<file path="src/rtl/scratchpad_port_arbiter_pkg.sv">
// Shared constants and helpers for the scratchpad port arbiter and its round-robin sub-arbiters.
package scratchpad_pkg;

    localparam int DEFAULT_DATA_WIDTH = 32;
    localparam int DEFAULT_ADDR_WIDTH = 10;
    localparam int MAX_REQ            = 8;

    // Width of a requester index; never narrower than one bit.
    function automatic int clog2(input int n);
        int r;
        r = 1;
        while ((1 << r) < n) begin
            r = r + 1;
        end
        return r;
    endfunction

endpackage

</file>
<file path="src/rtl/scratchpad_port_arbiter_if.sv">
// Requester-side and SRAM-side bus of the scratchpad port arbiter. The master modport is the
// environment (requesters plus SRAM), and the slave modport is the arbiter.
interface scratchpad_port_arbiter_if
    import scratchpad_pkg::*;
#(
    parameter int DATA_WIDTH = DEFAULT_DATA_WIDTH,
    parameter int ADDR_WIDTH = DEFAULT_ADDR_WIDTH,
    parameter int NUM_REQ    = 2
);
    logic [NUM_REQ-1:0]            req_valid;
    logic [NUM_REQ-1:0]            req_we;
    logic [NUM_REQ*ADDR_WIDTH-1:0] req_addr;
    logic [NUM_REQ*DATA_WIDTH-1:0] req_wdata;
    logic [NUM_REQ-1:0]            req_ready;
    logic [NUM_REQ-1:0]            rsp_valid;
    logic [DATA_WIDTH-1:0]         rsp_rdata;
    logic                          sram_we_a;
    logic [ADDR_WIDTH-1:0]         sram_addr_a;
    logic [DATA_WIDTH-1:0]         sram_wdata_a;
    logic                          sram_re_b;
    logic [ADDR_WIDTH-1:0]         sram_addr_b;
    logic [DATA_WIDTH-1:0]         sram_rdata_b;

    modport master (
        output req_valid, req_we, req_addr, req_wdata, sram_rdata_b,
        input  req_ready, rsp_valid, rsp_rdata,
        input  sram_we_a, sram_addr_a, sram_wdata_a, sram_re_b, sram_addr_b
    );

    modport slave (
        input  req_valid, req_we, req_addr, req_wdata, sram_rdata_b,
        output req_ready, rsp_valid, rsp_rdata,
        output sram_we_a, sram_addr_a, sram_wdata_a, sram_re_b, sram_addr_b
    );

endinterface

</file>
<file path="src/rtl/scratchpad_port_arbiter_rr_arbiter.sv">
// Round-robin arbiter: combinational one-hot grant starting at ptr. The pointer moves past
// the winner only when advance is high.
module rr_arbiter
    import scratchpad_pkg::*;
#(
    parameter int N = 2
)
(
    input  logic         clk,
    input  logic         rst_n,
    input  logic [N-1:0] req,
    input  logic         advance,
    output logic [N-1:0] gnt
);
    localparam int PW = clog2(N);

    logic [PW-1:0] ptr_q;
    logic [PW-1:0] ptr_d;
    logic [PW-1:0] win_idx;
    logic          found;

    always_comb begin
        logic [PW:0] pos;
        pos     = '0;
        gnt     = '0;
        win_idx = '0;
        found   = 1'b0;
        // Scan ptr, ptr+1, ... with an explicit wrap so non-power-of-two N works.
        for (int k = 0; k < N; k++) begin
            pos = {1'b0, ptr_q} + (PW+1)'(k);
            if (pos >= (PW+1)'(N)) begin
                pos = pos - (PW+1)'(N);
            end
            if (!found && req[pos[PW-1:0]]) begin
                found               = 1'b1;
                gnt[pos[PW-1:0]]    = 1'b1;
                win_idx             = pos[PW-1:0];
            end
        end
    end

    always_comb begin
        ptr_d = ptr_q;
        if (advance && found) begin
            ptr_d = (win_idx == PW'(N - 1)) ? '0 : win_idx + PW'(1);
        end
    end

    always_ff @(posedge clk) begin
        if (!rst_n) begin
            ptr_q <= '0;
        end else begin
            ptr_q <= ptr_d;
        end
    end

endmodule

</file>
<file path="src/rtl/scratchpad_port_arbiter.sv">
// Shares a write port A / registered-read port B scratchpad among NUM_REQ requesters with
// independent write and read round-robin arbiters and a same-address write/read hazard stall.
module scratchpad_port_arbiter
    import scratchpad_pkg::*;
#(
    parameter int DATA_WIDTH = DEFAULT_DATA_WIDTH,
    parameter int ADDR_WIDTH = DEFAULT_ADDR_WIDTH,
    parameter int NUM_REQ    = 2
)
(
    input  logic                      clk,
    input  logic                      rst_n,
    scratchpad_port_arbiter_if.slave  bus
);
    logic [ADDR_WIDTH-1:0] addr_arr  [NUM_REQ];
    logic [DATA_WIDTH-1:0] wdata_arr [NUM_REQ];

    logic [NUM_REQ-1:0] wr_req;
    logic [NUM_REQ-1:0] rd_req;
    logic [NUM_REQ-1:0] wr_cand;
    logic [NUM_REQ-1:0] rd_cand;
    logic [NUM_REQ-1:0] wr_gnt;
    logic [NUM_REQ-1:0] rd_gnt;
    logic               hazard;
    logic               rd_advance;

    logic [ADDR_WIDTH-1:0] wr_addr;
    logic [DATA_WIDTH-1:0] wr_data;
    logic [ADDR_WIDTH-1:0] rd_cand_addr;

    logic [NUM_REQ-1:0] rd_owner_q;
    logic [NUM_REQ-1:0] rd_owner_d;

    generate
        for (genvar gi = 0; gi < NUM_REQ; gi++) begin : g_slice
            assign addr_arr[gi]  = bus.req_addr[gi*ADDR_WIDTH +: ADDR_WIDTH];
            assign wdata_arr[gi] = bus.req_wdata[gi*DATA_WIDTH +: DATA_WIDTH];
            assign wr_req[gi]    = bus.req_valid[gi] &  bus.req_we[gi];
            assign rd_req[gi]    = bus.req_valid[gi] & ~bus.req_we[gi];
        end
    endgenerate

    rr_arbiter #(.N(NUM_REQ)) u_wr_arb (
        .clk     (clk),
        .rst_n   (rst_n),
        .req     (wr_req),
        .advance (rst_n),
        .gnt     (wr_cand)
    );

    rr_arbiter #(.N(NUM_REQ)) u_rd_arb (
        .clk     (clk),
        .rst_n   (rst_n),
        .req     (rd_req),
        .advance (rd_advance),
        .gnt     (rd_cand)
    );

    assign wr_gnt = wr_cand & {NUM_REQ{rst_n}};

    // One-hot AND-OR muxes; an empty grant vector yields zero.
    always_comb begin
        wr_addr      = '0;
        wr_data      = '0;
        rd_cand_addr = '0;
        for (int i = 0; i < NUM_REQ; i++) begin
            if (wr_gnt[i]) begin
                wr_addr = wr_addr | addr_arr[i];
                wr_data = wr_data | wdata_arr[i];
            end
            if (rd_cand[i]) begin
                rd_cand_addr = rd_cand_addr | addr_arr[i];
            end
        end
    end

    // A read of the address being written this cycle waits one cycle so it sees the new data.
    assign hazard     = (|wr_gnt) & (|rd_cand) & (wr_addr == rd_cand_addr);
    assign rd_gnt     = (hazard || !rst_n) ? '0 : rd_cand;
    assign rd_advance = rst_n & ~hazard;
    assign rd_owner_d = rd_gnt;

    always_ff @(posedge clk) begin
        if (!rst_n) begin
            rd_owner_q <= '0;
        end else begin
            rd_owner_q <= rd_owner_d;
        end
    end

    assign bus.req_ready    = wr_gnt | rd_gnt;
    assign bus.sram_we_a    = |wr_gnt;
    assign bus.sram_addr_a  = wr_addr;
    assign bus.sram_wdata_a = wr_data;
    assign bus.sram_re_b    = |rd_gnt;
    assign bus.sram_addr_b  = (|rd_gnt) ? rd_cand_addr : '0;
    // A response still in flight when reset asserts is dropped, not delivered.
    assign bus.rsp_valid    = rd_owner_q & {NUM_REQ{rst_n}};
    assign bus.rsp_rdata    = bus.sram_rdata_b;

endmodule

</file>
<file path="src/flat_wrapper.sv">
// flat-port wrapper written by rule: the top's interface ports become plain ports
module scratchpad_port_arbiter_flat import scratchpad_pkg::*;
#(
    parameter int DATA_WIDTH = DEFAULT_DATA_WIDTH,
    parameter int ADDR_WIDTH = DEFAULT_ADDR_WIDTH,
    parameter int NUM_REQ    = 2
)
  (clk, rst_n, bus_req_valid, bus_req_we, bus_req_addr, bus_req_wdata, bus_sram_rdata_b, bus_req_ready, bus_rsp_valid, bus_rsp_rdata, bus_sram_we_a, bus_sram_addr_a, bus_sram_wdata_a, bus_sram_re_b, bus_sram_addr_b);
  scratchpad_port_arbiter_if #(.DATA_WIDTH(DATA_WIDTH), .ADDR_WIDTH(ADDR_WIDTH), .NUM_REQ(NUM_REQ)) bus_i ();
  input  logic clk;
  input  logic rst_n;
  input wire logic [$bits(bus_i.req_valid)-1:0] bus_req_valid;
  input wire logic [$bits(bus_i.req_we)-1:0] bus_req_we;
  input wire logic [$bits(bus_i.req_addr)-1:0] bus_req_addr;
  input wire logic [$bits(bus_i.req_wdata)-1:0] bus_req_wdata;
  input wire logic [$bits(bus_i.sram_rdata_b)-1:0] bus_sram_rdata_b;
  output wire logic [$bits(bus_i.req_ready)-1:0] bus_req_ready;
  output wire logic [$bits(bus_i.rsp_valid)-1:0] bus_rsp_valid;
  output wire logic [$bits(bus_i.rsp_rdata)-1:0] bus_rsp_rdata;
  output wire logic [$bits(bus_i.sram_we_a)-1:0] bus_sram_we_a;
  output wire logic [$bits(bus_i.sram_addr_a)-1:0] bus_sram_addr_a;
  output wire logic [$bits(bus_i.sram_wdata_a)-1:0] bus_sram_wdata_a;
  output wire logic [$bits(bus_i.sram_re_b)-1:0] bus_sram_re_b;
  output wire logic [$bits(bus_i.sram_addr_b)-1:0] bus_sram_addr_b;
  assign bus_i.req_valid = bus_req_valid;
  assign bus_i.req_we = bus_req_we;
  assign bus_i.req_addr = bus_req_addr;
  assign bus_i.req_wdata = bus_req_wdata;
  assign bus_i.sram_rdata_b = bus_sram_rdata_b;
  assign bus_req_ready = bus_i.req_ready;
  assign bus_rsp_valid = bus_i.rsp_valid;
  assign bus_rsp_rdata = bus_i.rsp_rdata;
  assign bus_sram_we_a = bus_i.sram_we_a;
  assign bus_sram_addr_a = bus_i.sram_addr_a;
  assign bus_sram_wdata_a = bus_i.sram_wdata_a;
  assign bus_sram_re_b = bus_i.sram_re_b;
  assign bus_sram_addr_b = bus_i.sram_addr_b;
  scratchpad_port_arbiter #(.DATA_WIDTH(DATA_WIDTH), .ADDR_WIDTH(ADDR_WIDTH), .NUM_REQ(NUM_REQ)) u_core (.clk(clk), .rst_n(rst_n), .bus(bus_i));
endmodule
</file>
<file path="config.mk">
export PLATFORM = sky130hd
export DESIGN_NAME = scratchpad_port_arbiter_flat
export DESIGN_NICKNAME = d
export VERILOG_FILES = /design/src/rtl/scratchpad_port_arbiter_pkg.sv /design/src/rtl/scratchpad_port_arbiter_if.sv /design/src/rtl/scratchpad_port_arbiter_rr_arbiter.sv /design/src/rtl/scratchpad_port_arbiter.sv /design/src/flat_wrapper.sv
export SDC_FILE = /design/constraint.sdc
export NUM_CORES = 1
export LEC_CHECK = 0
export CORE_AREA = 2 2 83 85
export DETAILED_ROUTE_END_ITERATION = 12
export DIE_AREA = 0 0 85 87
export PLACE_DENSITY = 0.85
export SKIP_LAST_GASP = 1
export SLEW_MARGIN = 20
export SYNTH_ARGS = -nofsm -noshare
export SYNTH_HDL_FRONTEND = slang
export SYNTH_SLANG_ARGS = --single-unit
</file>
<file path="constraint.sdc">
create_clock -name clk -period 5.09 [get_ports clk]
set_clock_uncertainty 0.1 [all_clocks]
set_input_delay 0.509 -clock clk [delete_from_list [all_inputs] [get_ports clk]]
set_output_delay 0.509 -clock clk [all_outputs]
set_load 0.02 [all_outputs]
</file>
* Word level (Yosys, flattened, before mapping)
Index checks and enable logic that the tools add are counted.
** Storage, ports and cells
- Logic and storage cells :: 99
- Flip-flop bits (word level) :: 4
- Input port bits :: 122
** Cells by class
- Reductions and logical operators :: 15
- Bitwise operators :: 18
- Mux-type cells :: 42
- Equality and inequality tests :: 1
- Add/sub/neg operators :: 8
- Magnitude comparators :: 12
** Operator list (number)
- $mux W32 :: 2
- $mux W10 :: 5
- $or A32 B32 Y32 :: 1
- $mux W1 :: 26
- $or A10 B10 Y10 :: 2
- $eq A10 B10 Y1 :: 1
- $mux W2 :: 5
- $logic_and A1 B1 Y1 :: 8
- $lt A1 B2 Y1 const B :: 4
- $and A1 B1 Y1 :: 7
- $or A2 B2 Y2 :: 3
- $reduce_or A2 Y1 :: 3
- $add A1 B1 Y2 const B :: 2
- $and A2 B2 Y2 :: 2
- $demux W1 S1 :: 4
- $ge A1 B1 Y1 const B :: 4
- $ge A1 B2 Y1 const B :: 2
- $ge A2 B2 Y1 const B :: 2
- $sub A1 B1 Y1 const B :: 4
- $logic_not A1 Y1 :: 3
- $not A1 Y1 :: 3
- $add A1 B1 Y1 const B :: 2
- $logic_or A1 B1 Y1 :: 1

* Longest topological paths before layout
Gate-level depths: netlist of the first run.
- Depth after elaboration :: 19
- Gate-level depth with buffers :: 9

* Cells and area by module
Synthesis of the first run repeated with hierarchy kept, for this count alone.
** Second synthesis, totals
- Cell total of the unflattened synthesis :: 193
- Area total of the unflattened synthesis :: 1391.3 sq um
** By module, submodules not included
- scratchpad_port_arbiter :: seq. area each 40.0 sq um, area an instance 1268.7 sq um, cells an instance 179, instances 1
- rr_arbiter :: seq. area each 20.0 sq um, area an instance 61.3 sq um, cells an instance 7, instances 2

* Least setup slack after synthesis of the first run
No wires, ideal clock.
- Path kind :: input to output
- Start :: input port bus_req_we[1]
- End :: output port bus_sram_addr_b[3]
- Arrival time :: 2.194 ns
- Slack :: 2.287 ns
- Required time :: 4.481 ns
- Stages :: 9
- Buffers on the path :: 2
- Cell sequence :: buf_4 > and3b_1 > nor2_1 > a221oi_1 > a2111oi_2 > nand4_1 > nand3_1 > buf_4 > a21oi_1
** Between the ends
- Cells in the longest elaborated chain, start to end :: 17
** Ends and longest elaborated chain
- from (decl) :: line flat_wrapper.sv:13 : input wire logic [$bits(bus_i.req_we)-1:0] bus_req_we;
- $and A1 B1 Y1 / $not A1 Y1 (equally long branches) :: line scratchpad_port_arbiter.sv:38, scratchpad_port_arbiter.sv:39
- $mux W1 (implied by the code) / $and A1 B1 Y1 (equally long branches) :: line scratchpad_port_arbiter_rr_arbiter.sv:34, scratchpad_port_arbiter.sv:39
- $mux W1 (implied by the code) :: line scratchpad_port_arbiter_rr_arbiter.sv:34 : if (!found && req[pos[PW-1:0]]) begin
- $mux W1 :: line scratchpad_port_arbiter_rr_arbiter.sv:34
- $logic_not A1 Y1 / $mux W1 (equally long branches) :: line scratchpad_port_arbiter_rr_arbiter.sv:34
- $logic_and A1 B1 Y1 / $logic_not A1 Y1 (equally long branches) :: line scratchpad_port_arbiter_rr_arbiter.sv:34
- $mux W2 / $logic_and A1 B1 Y1 (equally long branches) :: line scratchpad_port_arbiter_rr_arbiter.sv:34
- $and A2 B2 Y2 / $mux W2 (equally long branches) :: line scratchpad_port_arbiter.sv:59, scratchpad_port_arbiter_rr_arbiter.sv:34
- $mux W10 (on tied branches) :: line scratchpad_port_arbiter.sv:67, scratchpad_port_arbiter.sv:71
- $or A10 B10 Y10 (on tied branches) :: line scratchpad_port_arbiter.sv:68, scratchpad_port_arbiter.sv:72
- $mux W10 (on tied branches) :: line scratchpad_port_arbiter.sv:67, scratchpad_port_arbiter.sv:71
- $eq A10 B10 Y1 :: line scratchpad_port_arbiter.sv:78 : assign hazard = (|wr_gnt) & (|rd_cand) & (wr_addr == rd_cand_addr);
- $and A1 B1 Y1 :: line scratchpad_port_arbiter.sv:78
- $logic_or A1 B1 Y1 :: line scratchpad_port_arbiter.sv:79 : assign rd_gnt = (hazard || !rst_n) ? '0 : rd_cand;
- $mux W2 :: line scratchpad_port_arbiter.sv:79
- $reduce_or A2 Y1 :: line scratchpad_port_arbiter.sv:96 : assign bus.sram_addr_b = (|rd_gnt) ? rd_cand_addr : '0;
- $mux W10 (*) :: line scratchpad_port_arbiter.sv:96
- to (decl) :: line flat_wrapper.sv:24 : output wire logic [$bits(bus_i.sram_addr_b)-1:0] bus_sram_addr_b;
Mark *: on every way between the ends. The rest lies on a longest branch, timed or not. The select of a mux whose other input is x is not followed.

* Final worst setup path of the first run
- Start :: input port rst_n
- End :: output port bus_sram_addr_b[0]
** Between the ends
- Cells in the longest elaborated chain, start to end :: 10
** Ends and longest elaborated chain
- from (decl) :: line flat_wrapper.sv:11 : input logic rst_n;
- $and A2 B2 Y2 :: line scratchpad_port_arbiter.sv:59 : assign wr_gnt = wr_cand & {NUM_REQ{rst_n}};
- $mux W10 :: line scratchpad_port_arbiter.sv:67 : if (wr_gnt[i]) begin
- $or A10 B10 Y10 :: line scratchpad_port_arbiter.sv:68 : wr_addr = wr_addr | addr_arr[i];
- $mux W10 :: line scratchpad_port_arbiter.sv:67
- $eq A10 B10 Y1 :: line scratchpad_port_arbiter.sv:78
- $and A1 B1 Y1 :: line scratchpad_port_arbiter.sv:78
- $logic_or A1 B1 Y1 (*) :: line scratchpad_port_arbiter.sv:79
- $mux W2 (*) :: line scratchpad_port_arbiter.sv:79
- $reduce_or A2 Y1 (*) :: line scratchpad_port_arbiter.sv:96
- $mux W10 (*) :: line scratchpad_port_arbiter.sv:96
Mark *: on every way between the ends. The rest lies on a longest branch, timed or not.

==> reports/qor.csv, run 1 <==
stage;metric;value;unit
floorplanning;rows;30;
run_status;outcome;completed;
synth;synth_top_area_share;0.249;
synth;synth_top_area_cell;a22o_1;
grt;antenna_found_initial;0;
worst_setup_path;worstPathArrival;3.80;ns
route;drc;0;
worst_hold_path;min_path_cells;1;
clocking;cts-root-buf;clkbuf_8;
route;wl_met3;773;um
worst_setup_path;critPathKind;input pin to output port;
synth;yosys-top-cells-area;a22o_1 (25%), buf_4 (18%), dfxtp_1 (5.5%), a22oi_1 (4.2%), nor2_1 (3.9%);
worst_setup_path;path_max_fanout;13;
floorplanning;die_w;85;um
clocking;postCtsSetupRepairBufs;0;
synth;synthArstFlopShare;0;
power_and_ir_drop;max-vdd-ir-drop;0.0000364;V
grt;grt_max_degree;40;
route;drt_iter0_markers;91;
floorplanning;die_h;87;um
worst_hold_path;hold_path_class;register to register;
timing;min_period;4.41;ns
synth;synth.distinct_cells;47;
grt;grt_pass1_vias;1960;
final_layout;antennaDiodeCount;0;
clocking;cts_buffers;3;
timing;grt_setup_unrepaired;false;
route;ant_nets;0;
route;highest_layer;met4;
flow_run;cap_violations;0;
synth;synth-seq-area-share;0.0555;
clocking;cts_resized;0;
clocking;cts_tree;yes;
placement;port_buffers;147;
synth;synth-main-ff-cell;dfxtp_1;
synth;synth_area;1440;um^2
timing;min_period_over_period;0.866;
placement;gp_congestion;0.882;
synth;syn-num-nets;323;
timing;setup_violations;0;
worst_setup_path;reg2reg_depth;7;
final_layout;final_area;2780;um^2
route;routed_wl;6970;um
synth;yosys_warnings;0;
route;via_per_inst;5.29;
route;dr_total_vias;2054;
timing;fmax;227;MHz
timing;hold_viol_final;0;
route;first_pass_iters;5;
worst_setup_path;start_kind;input pin;
timing;slew-limit-headroom;0.598;
power_and_ir_drop;leakage;1.03;nW
grt;gr-total-overflow;0;
placement;dp_hpwl;5710;um
synth;syn_inst;201;
clocking;cts_buffer_depth;2;
timing;drv_slew;0;
final_layout;syn_to_final_growth;92.5;%
clocking;clk_latency;0.22;ns
synth;ys_ff_latch;4;
final_layout;final_common_cell;clkdlybuf4s50_1;
synth;avgSynthCellArea;7.18;um^2
clocking;cts.clk_slew.worst_paths;0.03;ns
floorplanning;die_area;7400;um^2
synth;synth_edf_count;0;
floorplanning;initial_core_util;0.220;
timing;worst_pin_slew;0.601;ns
final_layout;final_cell_mix;clkdlybuf4s50_1 (147), a22o_1 (41), nor2_1 (13), nand2_1 (10), a22oi_1 (8);
final_layout;drive_above_1_share;0.0519;
power_and_ir_drop;power_density;117;nW/um^2
grt;grt_pass1_wl;10200;um
placement;post_dp_cell_area;2740;um^2
grt;grtUsageTotal;0.170;
worst_setup_path;worstPathRequired;4.48;ns
clocking;clkSinkCount;4;
final_layout;nets;432;
floorplanning;core_area;6570;um^2
route;wl_per_cell;18.0;um
worst_setup_path;r2r_slack;2.81;ns
timing;setup_tns;0;ns
clocking;hold_buffers;0;
route;wl_met1;2790;um
route;met2_length;3290;um
floorplanning;io_pins;212;
clocking;htreeDepth;1;
worst_setup_path;end_kind;output port;
==> layout make-up <==
type	instances	area (um^2)
Multi-Input combinational cell	145	1040
Clock buffer	3	41.3
Inverter	6	22.5
Sequential cell	4	80.1
Fill cell	658	3790
Tap cell	80	100
Timing Repair Buffer	150	1490
==> cells by family after synthesis <==
group / count (synthesis) / synth area share
AOI/OAI and AO/OA: 82 / 0.460
xor gates and xnor gates: 2 / 0.0121
buffers and inverters: 52 / 0.226
DFF: 4 / 0.0555
and+or+nand+nor: 61 / 0.246
==> synth_stat cells, types with 4 or more instances <==
cell type	count
a21oi_1	6
a22o_1	41
a22oi_1	8
and2_1	4
and3_1	5
buf_4	34
clkbuf_1	8
dfxtp_1	4
inv_1	6
nand2_1	10
nand3_1	6
nor2_1	15
o22ai_1	4
==> stage by stage <==
step	instances	util	worst slack [ns]	hold slack [ns]	power (W)
5_1_grt	388	0.423	0.373	0.467	0.000342
4_1_cts	388	0.423	0.729	0.456	0.000327
3_3_place_gp	385	0.417	0.864	0.432	0.000257
3_5_place_dp	385	0.417	0.738	0.449	0.000258
6_report	388	0.423	0.681	0.456	0.000325
2_1_floorplan	201	-	2.29	0.411	0.000162
==> where the power goes <==
| part | total, W | internal, W | switching [W] |
|---|---|---|---|
| sequential | 0.0000347 | 0.0000333 | 0.00000133 |
| combinational | 0.000224 | 0.000125 | 0.0000991 |
| clock | 0.0000662 | 0.0000504 | 0.0000159 |
| total | 0.000325 | 0.000209 | 0.000116 |
==> critical path, stage by stage <==
cell             delay, ns
clkdlybuf4s50_1       0.72
nand3_1               0.34
nor4_4                0.40
nor2_1                0.11
nor4b_1               0.34
nand4_1               0.21
nand3_1               0.49
nor2_1                0.11
clkdlybuf4s50_1       0.56
==> layer usage <==
layer	track usage	up-vias
li1	-	962
met1	0.217	974
met2	0.270	100
met3	0.0626	18
met4	0.0491	0
met5	0	-
==> worst max-delay path by stage <==
stage	startpoint	cells after the start	slack, ns	to
3_3_place_gp	rst_n	9	0.86	bus_sram_addr_b[2]
4_1_cts	rst_n	9	0.73	bus_sram_addr_b[0]
5_1_grt	rst_n	9	0.37	bus_sram_addr_b[0]
6_report	rst_n	9	0.68	bus_sram_addr_b[0]
3_5_place_dp	rst_n	9	0.74	bus_sram_addr_b[6]
2_1_floorplan	bus_req_we[1]	9	2.29	bus_sram_addr_b[3]
Power figures use the tool's default switching activity.
==> inputs of run 2 (changes only) <==
--- a/config.mk
+++ b/config.mk
@@ -8,7 +8,7 @@
 export CORE_AREA = 2 2 83 85
 export DETAILED_ROUTE_END_ITERATION = 12
 export DIE_AREA = 0 0 85 87
-export PLACE_DENSITY = 0.85
+export PLACE_DENSITY = 0.89
 export SKIP_LAST_GASP = 1
 export SLEW_MARGIN = 20
 export SYNTH_ARGS = -nofsm -noshare
==> run 2 against run 1 <==
  * Fmax rose by 1.1%
  * Final cell count did not move
  * Clock-buffer cell count did not move
  * Flip-flop and latch count did not move
  * Die area did not move
  * First-iteration DRC count rose by 18%
  * Critical path depth did not move
  * Non-clock buffer count did not move
  * Highest routed layer unchanged
==> reports/qor.csv, run 2 (synthesis results as in run 1) <==
stage;metric;value;unit;change
run_status;outcome;completed;;unchanged
timing;min_period;4.36;ns;was 4.41 ns
timing;setup_violations;0;;unchanged
clocking;clk_latency;0.22;ns;about the same
worst_setup_path;crit_family;simple AND/OR/NAND/NOR gates;;unchanged
route;first_pass_iters;4;;was 5
clocking;cts_resized;0;;unchanged
worst_hold_path;min_path_cells;1;;unchanged
timing;min_period_over_period;0.856;;was 0.866
final_layout;final_area;2790;um^2;was 2780 um^2
placement;gp_congestion;0.878;;was 0.882
worst_setup_path;reg2reg_depth;7;;unchanged
final_layout;syn_to_final_growth;93.4;%;was 92.5%
timing;worst_pin_slew;0.778;ns;was 0.601 ns
clocking;postCtsSetupRepairBufs;0;;unchanged
worst_hold_path;hold_path_class;register to register;;unchanged
timing;slew-limit-headroom;0.481;;was 0.598
route;drc;0;;unchanged
grt;grt_max_degree;40;;unchanged
clocking;htreeDepth;1;;unchanged
floorplanning;io_pins;212;;unchanged
timing;drv_slew;0;;unchanged
clocking;cts.clk_slew.worst_paths;0.03;ns;about the same
placement;port_buffers;147;;unchanged
worst_setup_path;cp_slowest_stage_delay;0.71;ns;was 0.72 ns
grt;grt_pass1_vias;2020;;was 1960
grt;gr-total-overflow;0;;unchanged
final_layout;multiInputGateArea;1040;um^2;unchanged
floorplanning;core_area;6570;um^2;unchanged
power_and_ir_drop;power_density;118;nW/um^2;was 117 nW/um^2
route;via_per_inst;5.32;;was 5.29
floorplanning;die_area;7400;um^2;unchanged
final_layout;final_common_cell;clkdlybuf4s50_1;;unchanged
grt;grt_pass1_wl;10700;um;was 10200 um
power_and_ir_drop;leakage;1.03;nW;about the same
final_layout;nets;432;;unchanged
placement;post_dp_cell_area;2750;um^2;was 2740 um^2
final_layout;final_core_util;0.425;;was 0.423
final_layout;final_cell_mix;clkdlybuf4s50_1 (147), a22o_1 (41), nor2_1 (13), nand2_1 (10), a22oi_1 (8);;unchanged
floorplanning;die_h;87;um;unchanged
route;wl_per_cell;18.7;um;was 18.0 um
grt;grtUsageTotal;0.181;;was 0.170
worst_setup_path;start_kind;input pin;;unchanged
timing;fmax;229;MHz;was 227 MHz
floorplanning;die_w;85;um;unchanged
final_layout;nFillCells;660;;was 658
worst_setup_path;r2r_slack;2.73;ns;was 2.81 ns
final_layout;register_area;80.1;um^2;unchanged
clocking;clkSinkCount;4;;unchanged
timing;hold_viol_final;0;;unchanged
final_layout;antennaDiodeCount;0;;unchanged
worst_setup_path;worstPathRequired;4.48;ns;about the same
worst_setup_path;critPathKind;input pin to output port;;unchanged
worst_setup_path;slowest_stage;clkdlybuf4s50_1;;unchanged
timing;grt_setup_unrepaired;false;;unchanged
worst_setup_path;path_max_fanout;13;;unchanged
final_layout;drive_above_1_share;0.0519;;unchanged
route;ant_nets;0;;unchanged
clocking;hold_buffers;0;;unchanged
clocking;cts_buffer_depth;2;;unchanged
flow_run;cap_violations;0;;unchanged
floorplanning;rows;30;;unchanged
route;drt_iter0_markers;107;;was 91
route;dr_total_vias;2063;;was 2054
worst_setup_path;end_kind;output port;;unchanged
worst_setup_path;worstPathArrival;3.75;ns;was 3.80 ns
power_and_ir_drop;max-vdd-ir-drop;0.0000413;V;was 0.0000364 V
placement;dp_hpwl;5990;um;was 5710 um
grt;antenna_found_initial;0;;unchanged
clocking;cts-root-buf;clkbuf_8;;unchanged
timing;setup_tns;0;ns;unchanged
clocking;cts_tree;yes;;unchanged
floorplanning;initial_core_util;0.220;;unchanged
clocking;cts_buffers;3;;unchanged
power_and_ir_drop;finalPower;0.000329;W;was 0.000325 W
worst_setup_path;path_cells;clkdlybuf4s50_1, nand3_1, nor4_4, nor2_1, nor4b_1, nand4_1, nand3_1, nor2_1, clkdlybuf4s50_1;;unchanged
route;routed_wl;7240;um;was 6970 um
worst_setup_path;path_buf_inv;2;;unchanged
## run 2: metal layers
metal,GRT usage,wire (um),up-vias
li1,-,-,963
met1,0.220,2860,977
met2,0.266,3240,96
met3,0.0986,913,27
met4,0.0736,224,0
met5,0,0,-
## run 2: power by group
group          total (W)  internal (W)  switching [W]
Clock          0.0000675     0.0000504      0.0000170
Sequential     0.0000346     0.0000333     0.00000125
Combinational   0.000226      0.000126       0.000100
## run 2: metrics by stage
stage	hold slack, ns	instances	setup slack (ns)
floorplan	0.411	201	2.29
global placement	0.436	385	0.896
detailed placement	0.443	385	0.786
CTS	0.450	388	0.774
global route	0.470	388	0.496
finish	0.451	388	0.731
## run 2: worst max-delay path by stage
stage / end / from / depth (start not counted) / slack [ns]
global route: bus_sram_addr_b[6] / rst_n / 9 / 0.50
global placement: bus_sram_addr_b[2] / rst_n / 9 / 0.90
floorplan: bus_sram_addr_b[3] / bus_req_we[1] / 9 / 2.29
finish: bus_sram_addr_b[8] / rst_n / 9 / 0.73
detailed placement: bus_sram_addr_b[2] / rst_n / 9 / 0.79
CTS: bus_sram_addr_b[2] / rst_n / 9 / 0.77
## run 2: final cells by class
type / count / share of cell area
Multi-Input combinational cell: 145 / 0.373
Timing Repair Buffer: 150 / 0.539
Sequential cell: 4 / 0.0287
Inverter: 6 / 0.00806
Tap cell: 80 / 0.0358
Clock buffer: 3 / 0.0148
